--- src/rtl/fht_adc_loader.sv ---
// fht_adc_loader: converts signed ADC samples and loads one frame into the FHT banks, then starts the transform and waits for it to finish
module fht_adc_loader #(
  parameter int ADC_WIDTH = 14,
  parameter int D_BIT = 18,
  parameter int A_BIT = 8,
  parameter bit ADDR_REV = 1'b0
) (
  input  logic                 iCLK,
  input  logic                 iRESET,
  input  logic                 iARM,
  input  logic [ADC_WIDTH-1:0] iADC,
  input  logic                 iVALID,
  output logic                 oREADY,
  output logic [3:0]           oWE,
  output logic [D_BIT-1:0]     oDATA,
  output logic [A_BIT-1:0]     oADDR_WR,
  output logic                 oSTART,
  input  logic                 iFHT_RDY,
  output logic                 oBUSY,
  output logic                 oDONE,
  output logic [15:0]          oDROP_CNT
);
  typedef enum logic [2:0] {IDLE, FILL, GAP, STRT, WLOW, WHIGH} state_t;
  state_t state;
  logic [A_BIT+1:0] cnt;
  logic [11:0] timer;
  logic [A_BIT-1:0] row, rev;
  logic [D_BIT-1:0] conv;
  logic accept;
  assign accept = iVALID & oREADY;
  assign row = cnt[A_BIT+1:2];
  // one guard bit of sign extension, then left-justify into D_BIT
  assign conv = D_BIT'($signed(iADC)) << (D_BIT - ADC_WIDTH - 1);
  for (genvar i = 0; i < A_BIT; i++) begin : g_rev
    assign rev[i] = row[A_BIT-1-i];
  end
  always_ff @(posedge iCLK) begin
    if (iRESET) begin
      state <= IDLE;
      cnt <= '0;
      timer <= '0;
      oREADY <= 1'b0;
      oWE <= '0;
      oDATA <= '0;
      oADDR_WR <= '0;
      oSTART <= 1'b0;
      oBUSY <= 1'b0;
      oDONE <= 1'b0;
      oDROP_CNT <= '0;
    end else begin
      oWE <= accept ? 4'b0001 << cnt[1:0] : 4'b0000;
      if (accept) begin
        oDATA <= conv;
        oADDR_WR <= ADDR_REV ? rev : row;
      end
      if (iVALID && !oREADY && oDROP_CNT != 16'hFFFF) oDROP_CNT <= oDROP_CNT + 16'd1;
      oSTART <= 1'b0;
      oDONE <= 1'b0;
      case (state)
        IDLE: if (iARM) begin
          state <= FILL;
          cnt <= '0;
          oREADY <= 1'b1;
          oBUSY <= 1'b1;
          oDROP_CNT <= '0;
        end
        FILL: if (accept) begin
          cnt <= cnt + 1'b1;
          if (&cnt) begin
            state <= GAP;
            oREADY <= 1'b0;
          end
        end
        GAP: begin
          state <= STRT;
          oSTART <= 1'b1;
        end
        STRT: begin
          state <= WLOW;
          timer <= '0;
        end
        // a transform that never drops its ready gives up after 4096 cycles
        WLOW: if (!iFHT_RDY) state <= WHIGH;
          else if (&timer) begin
            state <= IDLE;
            oBUSY <= 1'b0;
          end else timer <= timer + 12'd1;
        WHIGH: if (iFHT_RDY) begin
          state <= IDLE;
          oBUSY <= 1'b0;
          oDONE <= 1'b1;
        end
        default: state <= IDLE;
      endcase
    end
  end
endmodule

--- config.mk ---
export PLATFORM = sky130hd
export DESIGN_NAME = fht_adc_loader
export DESIGN_NICKNAME = d
export VERILOG_FILES = /design/src/rtl/fht_adc_loader.sv
export SDC_FILE = /design/constraint.sdc
export NUM_CORES = 1
export LEC_CHECK = 0
export BUFFER_PORTS_ARGS = -buffer_cell sky130_fd_sc_hd__clkbuf_2
export CAP_MARGIN = 20
export CORE_MARGIN = 5
export CORE_UTILIZATION = 49
export DETAILED_ROUTE_END_ITERATION = 16
export PLACE_DENSITY_LB_ADDON = 0.15
export SYNTH_ARGS = -nofsm -noshare
export SYNTH_HDL_FRONTEND = slang
export SYNTH_SLANG_ARGS = --single-unit
--- constraint.sdc ---
create_clock -name iCLK -period 1.6 [get_ports iCLK]
set_clock_uncertainty 0.05 [all_clocks]
set_input_delay 0.16 -clock iCLK [delete_from_list [all_inputs] [get_ports iCLK]]
set_output_delay 0.16 -clock iCLK [all_outputs]
set_load 0.05 [all_outputs]
-- After elaboration in Yosys (flattened, before gate mapping)
Cells that the tools add are included.
- bits of input ports: 19
- register bits after elaboration: 71
- output and inout port bits: 50
- word-level logic and storage cells: 74
- shifts and indexed selects: 1
- eq/ne operators: 14
- bitwise operators: 3
- reduce and logical (&&, ||, !) cells: 16
- mux-type cells: 26
- add/subtract/negate cells: 3
- operator list (kind ; count):
    two-way mux 16 bit ; 3
    two-way mux 12 bit ; 2
    one-hot mux 12 bit (2 select lines) ; 1
    two-way mux 10 bit ; 2
    one-hot mux 10 bit (2 select lines) ; 1
    two-way mux 3 bit ; 6
    one-hot mux 3 bit (6 select lines) ; 1
    adder 16 x 1 -> 16 bit, second input constant ; 1
    != test 16 bit, second input constant ; 1
    != test 2 bit, second input constant ; 7
    adder 12 x 1 -> 12 bit, second input constant ; 1
    AND reduction 12 bit ; 1
    adder 10 x 1 -> 10 bit, second input constant ; 1
    AND reduction 10 bit ; 1
    AND reduction 5 bit ; 2
    two-way mux 1 bit ; 8
    equality test 3 x 2 -> 1 bit, second input constant ; 2
    equality test 3 bit, second input constant ; 2
    AND reduction 3 bit ; 2
    AND reduction 4 bit ; 1
    nonzero test 2 bit ; 2
    OR reduction 2 bit ; 2
    << shifter 1 x 2 -> 4 bit, first input constant ; 1
    equality test 3 x 1 -> 1 bit, second input constant ; 1
    9 further kinds ; 11

-- Logic depth before layout (Yosys ltp)
- depth after elaboration: 6
- gate-level depth with buffers: 6
- mapped depth without buffers: 5

-- Least setup slack after synthesis
OpenSTA, ideal clock, no wires.
- kind: flip-flop to flip-flop
- start point: register oDROP_CNT[1]
- end point: register oDROP_CNT[14]
- stages on the path, launching flop included: 6
- data required time: 1.480 ns
- data arrival time: 2.055 ns
- buffers on the path: 0
- slack: -0.575 ns
- library setup time: 0.070 ns
- clock period less this slack: 2.175 ns
- cell sequence: dfxtp_1 -> ha_1 -> nand4_4 -> or3_4 -> or3_1 -> a21oi_1
- longest elaborated chain between the ends: 5
- elaborated cells on any way between the ends: 6
- classes of those cells: 1 x add/sub; 1 x eq/ne; 3 x mux; 1 x reduce/logical
- ends and longest elaborated chain (element ; line ; source):
    start, declared ; 21 ; output logic [15:0] oDROP_CNT
    start signal, assigned ; 56 ; if (iVALID && !oREADY && oDROP_CNT != 16'hFFFF) oDROP_CNT <= oDROP_CNT + 16'd1;
    parallel branches: the longest is 2 deep, another holds adder 16 x 1 -> 16 bit ; - ;
    two-way mux 16 bit (*) ; 56 ;
    two-way mux 16 bit ; 60 ; IDLE: if (iARM) begin
    two-way mux 16 bit (*) ; 59 ; case (state)
Mark *: on every way between the ends.
A chain may end at the register's enable or synchronous reset.

-- Final worst setup path
- start point: register oDROP_CNT[0]
- end point: register oDROP_CNT[8]
Same word-level chain as after synthesis.

==> flow_summary.ini <==
[run_status]
status = finished clean

[synthesis]
synthFlopType = dfxtp_1
ys_warn_count = 0
synth_cells = 384
synth.top_cell.area_share_pct = 43.9
yosysTopAreaCell = dfxtp_1
syn_area_per_cell_um2 = 8.43
async_reset_ff_share_pct = 0
ys_top_cells_by_count = 71 x dfxtp_1, 71 x nand2_1, 44 x a21oi_1
syn_area_um2 = 3240
ys_seq_elements = 71
synth_edf_count = 0
synth_seq_area_share_pct = 43.9
yosysUniqueCellTypes = 61
yosys-top-cells-area = dfxtp_1 44%, nand2_1 8.2%, a21oi_1 6.8%

[power]
power.leakage_nw = 1.88
p_total_w = 0.00399
power.density_nw_per_um2 = 865
irDropWorstVdd_v = 0.000765

[sta]
fin_setup_tns_ps = 0
finalCritPeriodShare_pct = 99.6
max_freq_mhz = 627
rsz0062_at_grt = true
finalSetupViolCount = 0
drv_slew = 0
final.min_clock_period_ps = 1590
hold_viol = 0

[run]
maxCapViolations = 0

[critical_path]
cp_max_fo = 4
start_kind = flop
crit_buf_inv = 0
crit_path_end_kind = flop
cp_data_required_time_ps = 1840
critPathKind = reg2reg
cp_slowest_cell = or3_4
cp_cell_sequence = ha_4 -> nand4_4 -> or3_4 -> or4_1 -> o21ai_1
arrival_ps = 1830
critical_path.max_stage_delay_ps = 390
critPathTopFamily = simple AND/OR/NAND/NOR gates

[clock_tree]
cts_tree = done
root_buffer = clkbuf_8
clockBufferDepth = 2
cts_sinks = 71
htreeDepth = 3
path_clk_slew_ps = 80
worstSkewPairLatency_ps = 360
cts-buffers-inserted = 9

[finish]
regArea_um2 = 1470
synthToLayoutAreaGrowth_pct = 42.6
fillers = 480
final_cells = 598
antenna_cells = 0
final_nets = 538
drive_above_1_share_pct = 40.3
multiInputGateArea_um2 = 1820

[route]
first_pass_iters = 4
drt-wirelength-per-cell_um = 15.3
avgViaCountPerCell = 5.66
postRouteAntennaNets = 0
wl_mm = 9.18
drc = 0
drt-initial-drc-count = 120
num_vias = 3387

[floorplan]
die_h_um = 91.3
start_util_pct = 50.7
dieArea_um2 = 8330
fp.dieW_um = 91.3
core_um2 = 6390
row_count = 29
io_pins = 69

[place]
dp_cells = 554
port_buffers = 65
place_congestion = 0.874
hpwl_mm = 6.08

[global_routing]
grt_pass1_vias = 3265
grtUsageTotal_pct = 21.4
grt_max_degree = 33
antenna_found_initial = 0
grt_pass1_wl_mm = 15.0
gr-total-overflow = 0

[hold_path]
hp-class = in2reg
per-stage QoR:
| stage | setup WS [ps] | hold WS, ps | util, % | area, um^2 |
|---|---|---|---|---|
| after detailed placement | -17.1 | 338 | 62.5 | 3990 |
| after global routing | -73.5 | 80.8 | 72.3 | 4620 |
| final | 5.66 | 86.7 | 72.3 | 4620 |
| after global placement | 11.6 | 333 | 62.5 | 3990 |
| after CTS | -2.30 | 72.3 | 68.6 | 4380 |
| after floorplan | -105 | 246 | - | 3300 |
worst register-to-register path, delay by kind of cell, from the launching register on:
family / cells / cell delay (ps)
simple gates: 3 / 880
flops: 1 / 370
fa+ha+maj: 1 / 150
compound gates: 1 / 80
flip-flops by register name, summed over array words and instances (netlist names), 3 cells and up:
| name | flops |
|---|---|
| state | 3 |
| oDATA | 14 |
| cnt | 10 |
| oADDR_WR | 8 |
| timer | 12 |
| oWE | 4 |
| oDROP_CNT | 16 |
kinds of logic (layout without fill, tap and decap cells):
logic type,Yosys count,in the layout,synth area share (%)
muxes,5,5,1.55
xor gates and xnor gates,5,5,1.35
DFF,71,71,43.9
adders and majority gates,3,3,1.16
buffers and inverters,28,163,3.98
other,1,3,0.116
AOI/OAI and AO/OA,92,92,16.9
and+or+nand+nor,179,179,31.0
where the power goes:
part / internal (W) / leakage [nW] / total (W) / switching, W
clock: 0.000929 / 0.117 / 0.00165 / 0.000726
sequential: 0.00179 / 0.587 / 0.00182 / 0.0000239
combinational: 0.000198 / 1.17 / 0.000523 / 0.000325
total: 0.00292 / 1.88 / 0.00399 / 0.00107
placed cells by master (no fill, tap or decap), types with 8 or more instances in the layout:
cell           Yosys  final
dfxtp_2            0     15
or3_1             15     13
dlygate4sd3_1      0     14
a21oi_2            0      8
dfxtp_4            0      8
nand2_1           71     71
clkbuf_8           0     10
clkbuf_2           0     65
nand4_1           11     11
a21oi_1           44     36
nand3_1            9      8
nor2_1            15     14
o21ai_0           19     17
buf_4              5     61
dfxtp_1           71     48
area by class of cell:
type | count | share of cell area (%)
Multi-Input combinational cell | 287 | 39.5
Timing Repair Buffer | 145 | 21.4
Inverter | 2 | 0.163
Clock inverter | 6 | 2.01
Clock buffer | 10 | 2.98
Tap cell | 77 | 2.09
Sequential cell | 71 | 31.9
final timing paths:
path / from / endpoint / slack (ps) / depth (start not counted)
max: oDROP_CNT[0]$_SDFF_PP0_ / oDROP_CNT[8]$_SDFF_PP0_ / 6 / 5
min: iFHT_RDY / oDONE$_SDFF_PP0_ / 90 / 2
max reg2reg: oDROP_CNT[0]$_SDFF_PP0_ / oDROP_CNT[8]$_SDFF_PP0_ / 6 / 5
min reg2reg: cnt[1]$_SDFFE_PP0P_ / oWE[1]$_SDFF_PP0_ / 400 / 1
routing by layer:
metal | vias to the layer above | GRT usage (%) | routed length (um)
li1 | 1657 | - | -
met1 | 1626 | 26.1 | 3890
met2 | 86 | 36.4 | 4650
met3 | 18 | 4.05 | 432
met4 | 0 | 10.0 | 212
met5 | - | 0 | 0
repair_timing:
action | in CTS | in global routing
setup buffers | 2 | 12
pin swaps | 4 | 15
hold endpoints to repair | 14 | 0
gates resized for setup | 1 | 39
hold buffers | 14 | 0
endpoints found under the setup margin | 4 | 23
Note: power is estimated with default switching activity, not from simulation.
